<file path="config.mk">
export PLATFORM = sky130hd
export DESIGN_NAME = fp_div_seq_flat
export DESIGN_NICKNAME = d
export VERILOG_FILES = /design/src/rtl/fp_pkg.sv /design/src/rtl/fp_div_seq_if.sv /design/src/rtl/fp_div_round.sv /design/src/rtl/fp_div_seq.sv /design/src/flat_wrapper.sv
export SDC_FILE = /design/constraint.sdc
export NUM_CORES = 1
export LEC_CHECK = 0
export ABC_AREA = 1
export CORE_ASPECT_RATIO = 0.75
export CORE_MARGIN = 1.5
export CORE_UTILIZATION = 40
export DETAILED_ROUTE_END_ITERATION = 6
export GPL_TIMING_DRIVEN = 0
export PLACE_DENSITY = 0.67
export SKIP_CTS_REPAIR_TIMING = 1
export SLEW_MARGIN = 20
export SYNTH_ARGS = -nofsm -noshare
export SYNTH_HDL_FRONTEND = slang
export SYNTH_HIERARCHICAL = 1
export SYNTH_SLANG_ARGS = --single-unit
</file>
<file path="constraint.sdc">
create_clock -name clk -period 4.3 [get_ports clk]
set_input_delay 0.86 -clock clk [delete_from_list [all_inputs] [get_ports clk]]
set_output_delay 0.86 -clock clk [all_outputs]
set_load 0.05 [all_outputs]
</file>
<file path="src/rtl/fp_pkg.sv">
// fp_pkg: binary32 field widths, constants and shared types for the FPU multiplier and divider.
package fp_pkg;

    localparam int unsigned WORD_W    = 32;
    localparam int unsigned EXP_W     = 8;
    localparam int unsigned FRAC_W    = 23;
    localparam int unsigned MANT_W    = 24;
    localparam int unsigned QUO_W     = 27;
    localparam int unsigned REM_W     = 26;
    localparam int unsigned CNT_W     = 5;
    localparam int unsigned E_W       = 10;
    localparam int unsigned RMODE_W   = 3;
    localparam int unsigned LAST_ITER = 26;
    localparam int unsigned BIAS      = 127;
    localparam int unsigned EXP_MAX   = 255;

    localparam logic [WORD_W-1:0] QNAN    = 32'h7FC0_0000;
    localparam logic [WORD_W-2:0] MAXFIN  = 31'h7F7F_FFFF;
    localparam logic [WORD_W-2:0] INF_MAG = 31'h7F80_0000;

    typedef enum logic [RMODE_W-1:0] {
        RNE = 3'b000,
        RTZ = 3'b001,
        RDN = 3'b010,
        RUP = 3'b011,
        RMM = 3'b100
    } rmode_e;

    typedef enum logic [1:0] {
        IDLE,
        DIV,
        ROUND,
        DONE
    } div_state_e;

    typedef struct packed {
        logic ovrf;
        logic udrf;
        logic zer;
        logic inf;
        logic nan;
        logic dvz;
    } fp_flags_t;

endpackage

</file>
<file path="src/rtl/fp_div_seq_if.sv">
// fp_div_seq_if: start/valid request and result bus of the sequential divider.
interface fp_div_seq_if;
    import fp_pkg::*;

    logic                start;
    logic [WORD_W-1:0]   fp_X;
    logic [WORD_W-1:0]   fp_Y;
    logic [RMODE_W-1:0]  r_mode;
    logic                busy;
    logic                valid;
    logic [WORD_W-1:0]   fp_Z;
    logic                ovrf;
    logic                udrf;
    logic                zer;
    logic                inf;
    logic                nan;
    logic                dvz;

    modport master (
        output start, fp_X, fp_Y, r_mode,
        input  busy, valid, fp_Z, ovrf, udrf, zer, inf, nan, dvz
    );

    modport slave (
        input  start, fp_X, fp_Y, r_mode,
        output busy, valid, fp_Z, ovrf, udrf, zer, inf, nan, dvz
    );

endinterface

</file>
<file path="src/rtl/fp_div_round.sv">
// fp_div_round: combinational normalize, round and exponent range check of a raw quotient.
module fp_div_round
    import fp_pkg::*;
(
    input  logic [QUO_W-1:0]      q,
    input  logic                  sticky,
    input  logic                  s,
    input  logic [RMODE_W-1:0]    r_mode,
    input  logic signed [E_W-1:0] ediff,
    output logic [WORD_W-1:0]     fp_z_c,
    output fp_flags_t             flags_c
);

    logic                  sh;
    logic                  g;
    logic                  st;
    logic                  inc;
    logic                  carry;
    logic                  max_fin;
    logic [QUO_W-1:0]      qn;
    logic [MANT_W-1:0]     sig;
    logic [FRAC_W-1:0]     frac;
    logic signed [E_W-1:0] e;

    always_comb begin
        fp_z_c  = '0;
        flags_c = '0;

        sh  = ~q[QUO_W-1];
        qn  = sh ? {q[QUO_W-2:0], 1'b0} : q;
        sig = qn[QUO_W-1 -: MANT_W];
        g   = qn[2];
        st  = (|qn[1:0]) | sticky;

        case (r_mode)
            RTZ:     inc = 1'b0;
            RDN:     inc = s & (g | st);
            RUP:     inc = ~s & (g | st);
            RMM:     inc = g;
            default: inc = g & (st | sig[0]);
        endcase

        // An all-ones significand rounds up to 1.0: fraction wraps to zero, exponent bumps
        carry = inc & (&sig);
        frac  = sig[FRAC_W-1:0] + FRAC_W'(inc);
        e     = ediff + $signed(E_W'(BIAS)) - $signed(E_W'(sh)) + $signed(E_W'(carry));

        max_fin = (r_mode == RTZ) | ((r_mode == RDN) & ~s) | ((r_mode == RUP) & s);

        if (e >= $signed(E_W'(EXP_MAX))) begin
            flags_c.ovrf = 1'b1;
            flags_c.inf  = ~max_fin;
            fp_z_c       = max_fin ? {s, MAXFIN} : {s, INF_MAG};
        end else if (e <= $signed(E_W'(0))) begin
            flags_c.udrf = 1'b1;
            flags_c.zer  = 1'b1;
            fp_z_c       = {s, (WORD_W-1)'(0)};
        end else begin
            fp_z_c = {s, e[EXP_W-1:0], frac};
        end
    end

endmodule

</file>
<file path="src/rtl/fp_div_seq.sv">
// fp_div_seq: sequential binary32 divider, radix-2 restoring, one quotient bit per cycle.
// Defining FP_DIV_SVA_EN compiles in embedded assertions.
module fp_div_seq
    import fp_pkg::*;
(
    input  logic        clk,
    input  logic        rst,
    fp_div_seq_if.slave bus
);

    div_state_e            state_q;
    div_state_e            state_d;
    logic [CNT_W-1:0]      cnt_q;
    logic [REM_W-1:0]      rem_q;
    logic [MANT_W-1:0]     my_q;
    logic [QUO_W-1:0]      q_q;
    logic                  s_q;
    logic [RMODE_W-1:0]    rmode_q;
    logic signed [E_W-1:0] ediff_q;
    logic                  special_q;
    logic [WORD_W-1:0]     spec_z_q;
    fp_flags_t             spec_flags_q;
    logic [WORD_W-1:0]     fp_z_q;
    fp_flags_t             flags_q;
    logic                  busy_q;
    logic                  valid_q;

    logic [EXP_W-1:0]      x_exp;
    logic [EXP_W-1:0]      y_exp;
    logic                  x_zero, x_inf, x_nan;
    logic                  y_zero, y_inf, y_nan;
    logic                  s_c;
    logic                  special_c;
    logic [WORD_W-1:0]     spec_z_c;
    fp_flags_t             spec_flags_c;
    logic [REM_W:0]        diff_c;
    logic                  qbit_c;
    logic [REM_W-1:0]      rem_nxt_c;
    logic [WORD_W-1:0]     rnd_z_c;
    fp_flags_t             rnd_flags_c;

    // Operand classification and special-case result; subnormals count as zero
    always_comb begin
        x_exp  = bus.fp_X[WORD_W-2 -: EXP_W];
        y_exp  = bus.fp_Y[WORD_W-2 -: EXP_W];
        x_zero = (x_exp == '0);
        y_zero = (y_exp == '0);
        x_nan  = (x_exp == '1) & (|bus.fp_X[FRAC_W-1:0]);
        y_nan  = (y_exp == '1) & (|bus.fp_Y[FRAC_W-1:0]);
        x_inf  = (x_exp == '1) & ~(|bus.fp_X[FRAC_W-1:0]);
        y_inf  = (y_exp == '1) & ~(|bus.fp_Y[FRAC_W-1:0]);
        s_c    = bus.fp_X[WORD_W-1] ^ bus.fp_Y[WORD_W-1];

        special_c    = 1'b1;
        spec_flags_c = '0;
        spec_z_c     = {s_c, (WORD_W-1)'(0)};
        if (x_nan | y_nan | (x_zero & y_zero) | (x_inf & y_inf)) begin
            spec_z_c         = QNAN;
            spec_flags_c.nan = 1'b1;
        end else if (y_zero & ~x_inf) begin
            spec_z_c         = {s_c, INF_MAG};
            spec_flags_c.inf = 1'b1;
            spec_flags_c.dvz = 1'b1;
        end else if (x_inf) begin
            spec_z_c         = {s_c, INF_MAG};
            spec_flags_c.inf = 1'b1;
        end else if (x_zero | y_inf) begin
            spec_flags_c.zer = 1'b1;
        end else begin
            special_c = 1'b0;
        end
    end

    // One restoring step: subtract the divisor when it fits
    always_comb begin
        diff_c    = {1'b0, rem_q} - {3'b0, my_q};
        qbit_c    = ~diff_c[REM_W];
        rem_nxt_c = qbit_c ? diff_c[REM_W-1:0] : rem_q;
    end

    always_ff @(posedge clk) begin
        if (rst) begin
            state_q <= IDLE;
        end else begin
            state_q <= state_d;
        end
    end

    // Specials pass through ROUND so their valid lands in the same slot relative to the result register
    always_comb begin
        state_d = state_q;
        case (state_q)
            IDLE:    if (bus.start) state_d = special_c ? ROUND : DIV;
            DIV:     if (cnt_q == CNT_W'(LAST_ITER)) state_d = ROUND;
            ROUND:   state_d = DONE;
            DONE:    state_d = IDLE;
            default: state_d = IDLE;
        endcase
    end

    always_ff @(posedge clk) begin
        if (rst) begin
            cnt_q        <= '0;
            rem_q        <= '0;
            my_q         <= '0;
            q_q          <= '0;
            s_q          <= 1'b0;
            rmode_q      <= '0;
            ediff_q      <= '0;
            special_q    <= 1'b0;
            spec_z_q     <= '0;
            spec_flags_q <= '0;
            fp_z_q       <= '0;
            flags_q      <= '0;
            busy_q       <= 1'b0;
            valid_q      <= 1'b0;
        end else begin
            busy_q  <= (state_d != IDLE);
            valid_q <= (state_d == DONE);
            case (state_q)
                IDLE: begin
                    if (bus.start) begin
                        rem_q        <= {2'b0, 1'b1, bus.fp_X[FRAC_W-1:0]};
                        my_q         <= {1'b1, bus.fp_Y[FRAC_W-1:0]};
                        q_q          <= '0;
                        cnt_q        <= '0;
                        s_q          <= s_c;
                        rmode_q      <= bus.r_mode;
                        ediff_q      <= $signed({2'b0, x_exp}) - $signed({2'b0, y_exp});
                        special_q    <= special_c;
                        spec_z_q     <= spec_z_c;
                        spec_flags_q <= spec_flags_c;
                        flags_q      <= '0;
                    end
                end
                DIV: begin
                    q_q   <= {q_q[QUO_W-2:0], qbit_c};
                    rem_q <= rem_nxt_c << 1;
                    cnt_q <= (cnt_q == CNT_W'(LAST_ITER)) ? '0 : cnt_q + CNT_W'(1);
                end
                ROUND: begin
                    fp_z_q  <= special_q ? spec_z_q : rnd_z_c;
                    flags_q <= special_q ? spec_flags_q : rnd_flags_c;
                end
                default: ;
            endcase
        end
    end

    fp_div_round u_round (
        .q       (q_q),
        .sticky  (|rem_q),
        .s       (s_q),
        .r_mode  (rmode_q),
        .ediff   (ediff_q),
        .fp_z_c  (rnd_z_c),
        .flags_c (rnd_flags_c)
    );

    assign bus.busy  = busy_q;
    assign bus.valid = valid_q;
    assign bus.fp_Z  = fp_z_q;
    assign bus.ovrf  = flags_q.ovrf;
    assign bus.udrf  = flags_q.udrf;
    assign bus.zer   = flags_q.zer;
    assign bus.inf   = flags_q.inf;
    assign bus.nan   = flags_q.nan;
    assign bus.dvz   = flags_q.dvz;

`ifdef FP_DIV_SVA_EN
    always_ff @(posedge clk) begin
        if (!rst) begin
            assert (cnt_q <= CNT_W'(LAST_ITER))
                else $error("fp_div_seq: iteration counter out of range");
            if (state_q == ROUND && !special_q) begin
                assert (q_q[QUO_W-1] | q_q[QUO_W-2])
                    else $error("fp_div_seq: quotient not normalizable");
            end
        end
    end

    assert property (@(posedge clk) disable iff (rst) valid_q |=> !valid_q);
    assert property (@(posedge clk) disable iff (rst) (state_q == IDLE) |-> !(busy_q || valid_q));
    assert property (@(posedge clk) disable iff (rst) $onehot0({flags_q.nan, flags_q.inf, flags_q.zer}));
`else
`endif

endmodule

</file>
<file path="src/flat_wrapper.sv">
// flat-port wrapper written by rule: the top's interface ports become plain ports
module fp_div_seq_flat import fp_pkg::*;
  (clk, rst, bus_start, bus_fp_X, bus_fp_Y, bus_r_mode, bus_busy, bus_valid, bus_fp_Z, bus_ovrf, bus_udrf, bus_zer, bus_inf, bus_nan, bus_dvz);
  fp_div_seq_if bus_i ();
  input  logic clk;
  input  logic rst;
  input wire logic [$bits(bus_i.start)-1:0] bus_start;
  input wire logic [$bits(bus_i.fp_X)-1:0] bus_fp_X;
  input wire logic [$bits(bus_i.fp_Y)-1:0] bus_fp_Y;
  input wire logic [$bits(bus_i.r_mode)-1:0] bus_r_mode;
  output wire logic [$bits(bus_i.busy)-1:0] bus_busy;
  output wire logic [$bits(bus_i.valid)-1:0] bus_valid;
  output wire logic [$bits(bus_i.fp_Z)-1:0] bus_fp_Z;
  output wire logic [$bits(bus_i.ovrf)-1:0] bus_ovrf;
  output wire logic [$bits(bus_i.udrf)-1:0] bus_udrf;
  output wire logic [$bits(bus_i.zer)-1:0] bus_zer;
  output wire logic [$bits(bus_i.inf)-1:0] bus_inf;
  output wire logic [$bits(bus_i.nan)-1:0] bus_nan;
  output wire logic [$bits(bus_i.dvz)-1:0] bus_dvz;
  assign bus_i.start = bus_start;
  assign bus_i.fp_X = bus_fp_X;
  assign bus_i.fp_Y = bus_fp_Y;
  assign bus_i.r_mode = bus_r_mode;
  assign bus_busy = bus_i.busy;
  assign bus_valid = bus_i.valid;
  assign bus_fp_Z = bus_i.fp_Z;
  assign bus_ovrf = bus_i.ovrf;
  assign bus_udrf = bus_i.udrf;
  assign bus_zer = bus_i.zer;
  assign bus_inf = bus_i.inf;
  assign bus_nan = bus_i.nan;
  assign bus_dvz = bus_i.dvz;
  fp_div_seq u_core (.clk(clk), .rst(rst), .bus(bus_i));
endmodule
</file>
==> impl_metrics.tcl <==
set metrics [dict create \
    p_int_w 0.00293 \
    synth_area_um2 10700 \
    cts_tree "yes" \
    numPortBuffers 108 \
    setup_viol 0 \
    clockRootBuffer "clkbuf_16" \
    switching_share_pct 39.2 \
    n_fill_cell 2736 \
    grt_pass1_vias 10400 \
    worstSetupPathType "register to register" \
    die_w_um 192 \
    first_pass_iters 6 \
    cts_made_buffers 17 \
    cts_sinks 144 \
    syn_inst 1784 \
    slew_headroom_pct 44.3 \
    final_util_pct 51.2 \
    crit_path_end "u_core/bus.fp_Z[22]" \
    p_leak_nw 6.11 \
    fmaxAchievable_mhz 233 \
    grt_max_degree 17 \
    max-clock-path-buffers 2 \
    die_h_um 145 \
    max-vdd-ir-drop_mv 0.304 \
    hold_class "register to register" \
    hold_viol 0 \
    arrival_ps 4580 \
    gr-usage-met2_pct 35.9 \
    ys_ff_latch 144 \
    clk_latency_ps 430 \
    hold_ws_ps 462 \
    p_switching_w 0.00189 \
    vias_per_cell 5.16 \
    htreeDepth 4 \
    wirelength_mm 35.9 \
    antenna_cells 0 \
    cp_max_fo 9 \
    drive_gt1_share_pct 10.9 \
    yosysSeqAreaShare_pct 26.9 \
    r2r_slack_ps 10 \
    p_comb_share_pct 37.4 \
    rows 51 \
    grt_pass1_wl_mm 55.2 \
    drt_iter0_drc 992 \
    met1_usage_pct 39.9 \
    cp-startpoint "u_core/q_q[26]" \
    clkTransAtPathRegs_ps 70 \
    yosysWarningCount 6 \
    worstReg2RegEnd "u_core/bus.fp_Z[22]" \
    crit_top_cell "nor2_4" \
    required_ps 4590 \
    finalNetCount 2054 \
    drv_slew 0 \
    seqPwrFrac_pct 30.6 \
    fin_crit_sh_pct 99.7 \
    die-area_um2 27700 \
    power_density_nw_per_um2 360 \
    r2r-start "u_core/q_q[26]" \
    cp_slowest_cell "fa_2" \
    rsz0062_at_grt "true" \
    gp_congestion 0.969 \
    synth_cell_types 52 \
    period_minus_slack_ps 4290 \
    maxCapViolCount 0 \
    core_um2 26100 \
    antenna_found_initial 0 \
    place_hpwl_mm 27.7 \
    num_vias 11800 \
    post_drt_wl_per_cell_um 15.7 \
    top_usage_layer "met1" \
    p_clk_share_pct 32.0 \
    cp_slowest_stage_delay_ps 580 \
    grt-ovfl-total 0 \
    track_usage_pct 25.7 \
    synthToLayoutAreaGrowth_pct 24.8 \
    use_met3_pct 5.10 \
    status "complete, no violations" \
    critPathLaunchType "register" \
    tightest_slew_ps 836 \
    cp-end-kind "register" \
    drc_errors 0 \
    drtAntennaViolNets 0 \
    rr_worst_depth 26 \
    start_util_pct 41.0 \
    avgSynthCellArea_um2 6.00 \
    skew_ps 10.3 \
    boundaryPins 110 \
]
worst min-delay path by stage:
stage                           startpoint               end  slack, ps  cells after the start
after CTS                  u_core/my_q[16]   u_core/my_q[16]        470                      2
after detailed placement   u_core/my_q[16]   u_core/my_q[16]        460                      2
final                      u_core/my_q[16]   u_core/my_q[16]        460                      2
after floorplan            u_core/my_q[10]   u_core/my_q[10]        430                      2
after global routing      u_core/rem_q[25]  u_core/rem_q[25]        480                      2
after global placement     u_core/my_q[15]   u_core/my_q[15]        450                      2
worst max-delay path: cells and delay by family, from the launching register on:
family                     cells  cell delay (ps)
and+or+nand+nor               13             1580
adders and majority gates      3             1130
AOI/OAI and AO/OA              3              300
DFF                            1              340
buffers and inverters          7              780
sequential cells by signal (all words and copies together), names as in the netlist, 2 cells and up:
| signal | flops |
|---|---|
| u_core/bus.fp_Z | 32 |
| u_core/cnt_q | 5 |
| u_core/ediff_q | 9 |
| u_core/my_q | 24 |
| u_core/q_q | 27 |
| u_core/rem_q | 26 |
| u_core/rmode_q | 3 |
| u_core/spec_flags_q | 3 |
| u_core/spec_z_q | 3 |
| u_core/state_q | 2 |
cells in the mapped netlist, drive strengths merged:
master	n	area, um^2
a22o	1	8.76
nand2	606	2330
xor2	23	201
buf	28	254
a21oi	147	751
ha	44	551
clkinv	4	15.0
mux2i	2	20.0
conb	1	3.75
nor2	159	662
nand3b	14	109
nor4	6	37.5
inv	255	960
o21ai	120	631
clkbuf	40	151
o211ai	2	15.0
dfxtp	144	2880
o221ai	1	8.76
nor3	14	75.1
nand3	111	561
a211oi	2	15.0
o221a	1	11.3
or4	1	7.51
xnor2	7	61.3
a31oi	12	75.1
or2	6	37.5
fa	4	80.1
nand4	22	138
and2	4	25.0
o2111ai	1	8.76
nor2b	1	6.26
o21bai	1	7.51
through the flow:
stage                     instances  power (W)  TNS [ps]  area, um^2  setup slack (ps)
after floorplan                1785    0.00268         0       10700               693
after global placement         2237    0.00313     -7210       12200              -297
after detailed placement       2237    0.00315     -6120       12200              -268
after CTS                      2269    0.00470     -8340       12800              -339
after global routing           2293    0.00510     -6560       13400              -245
final                          2293    0.00481         0       13400              11.1
logic make-up (layout without fill, tap and decap cells):
logic type      after synthesis  after routing  share of synthesized area, %
simple gates                944            944                          37.3
buf+inv                     327            491                          12.9
compound gates              288            288                          14.3
flops                       144            144                          26.9
fa+ha+maj                    48             48                          5.89
xor+xnor                     30             30                          2.46
mux                           2              2                         0.187
other cells                   1              2                        0.0350
cell type report:
cell class | count | area, um^2 | share of cell area, %
plain buffers | 68 | 425 | 3.19
repair buffers | 132 | 1300 | 9.76
well taps | 344 | 430 | 3.22
inverters | 259 | 977 | 7.32
multi-input cells | 1314 | 6730 | 50.4
clock buffers | 18 | 429 | 3.21
clock inverters | 14 | 166 | 1.25
flip-flops and latches | 144 | 2890 | 21.7
layer usage:
layer  vias to the layer above  wire length [um]
met5                         -                 0
met4                         0               329
met3                        22              2860
met2                       380             14200
met1                      5482             18500
li1                       5938                 -
cells in the final DEF (no fill, tap or decap), types with 5 or more instances in the layout:
master,instances
nand2_1,557
inv_1,242
nor2_1,139
dfxtp_1,138
a21oi_1,132
clkdlybuf4s50_1,108
nand3_1,107
o21ai_0,91
ha_1,43
nand2_2,41
clkbuf_1,40
buf_4,26
xor2_1,23
nand4_1,22
clkbuf_16,19
o21ai_1,18
a21oi_2,14
nor2_2,13
nand3b_1,13
a31oi_1,12
buf_6,12
nor3_1,12
inv_2,11
o21ai_2,8
nand2_4,7
xnor2_1,7
nor2_4,7
inv_6,6
nor4_1,5
or2_2,5
dfxtp_2,5
power groups by stage:
stage	registers, W	clock network, W	logic, W
after floorplan	0.00148	0	0.00120
after global routing	0.00148	0.00163	0.00200
after detailed placement	0.00150	0	0.00166
after global placement	0.00149	0	0.00164
after CTS	0.00147	0.00157	0.00167
final	0.00147	0.00154	0.00180
Note: power is estimated with default switching activity, not from simulation.
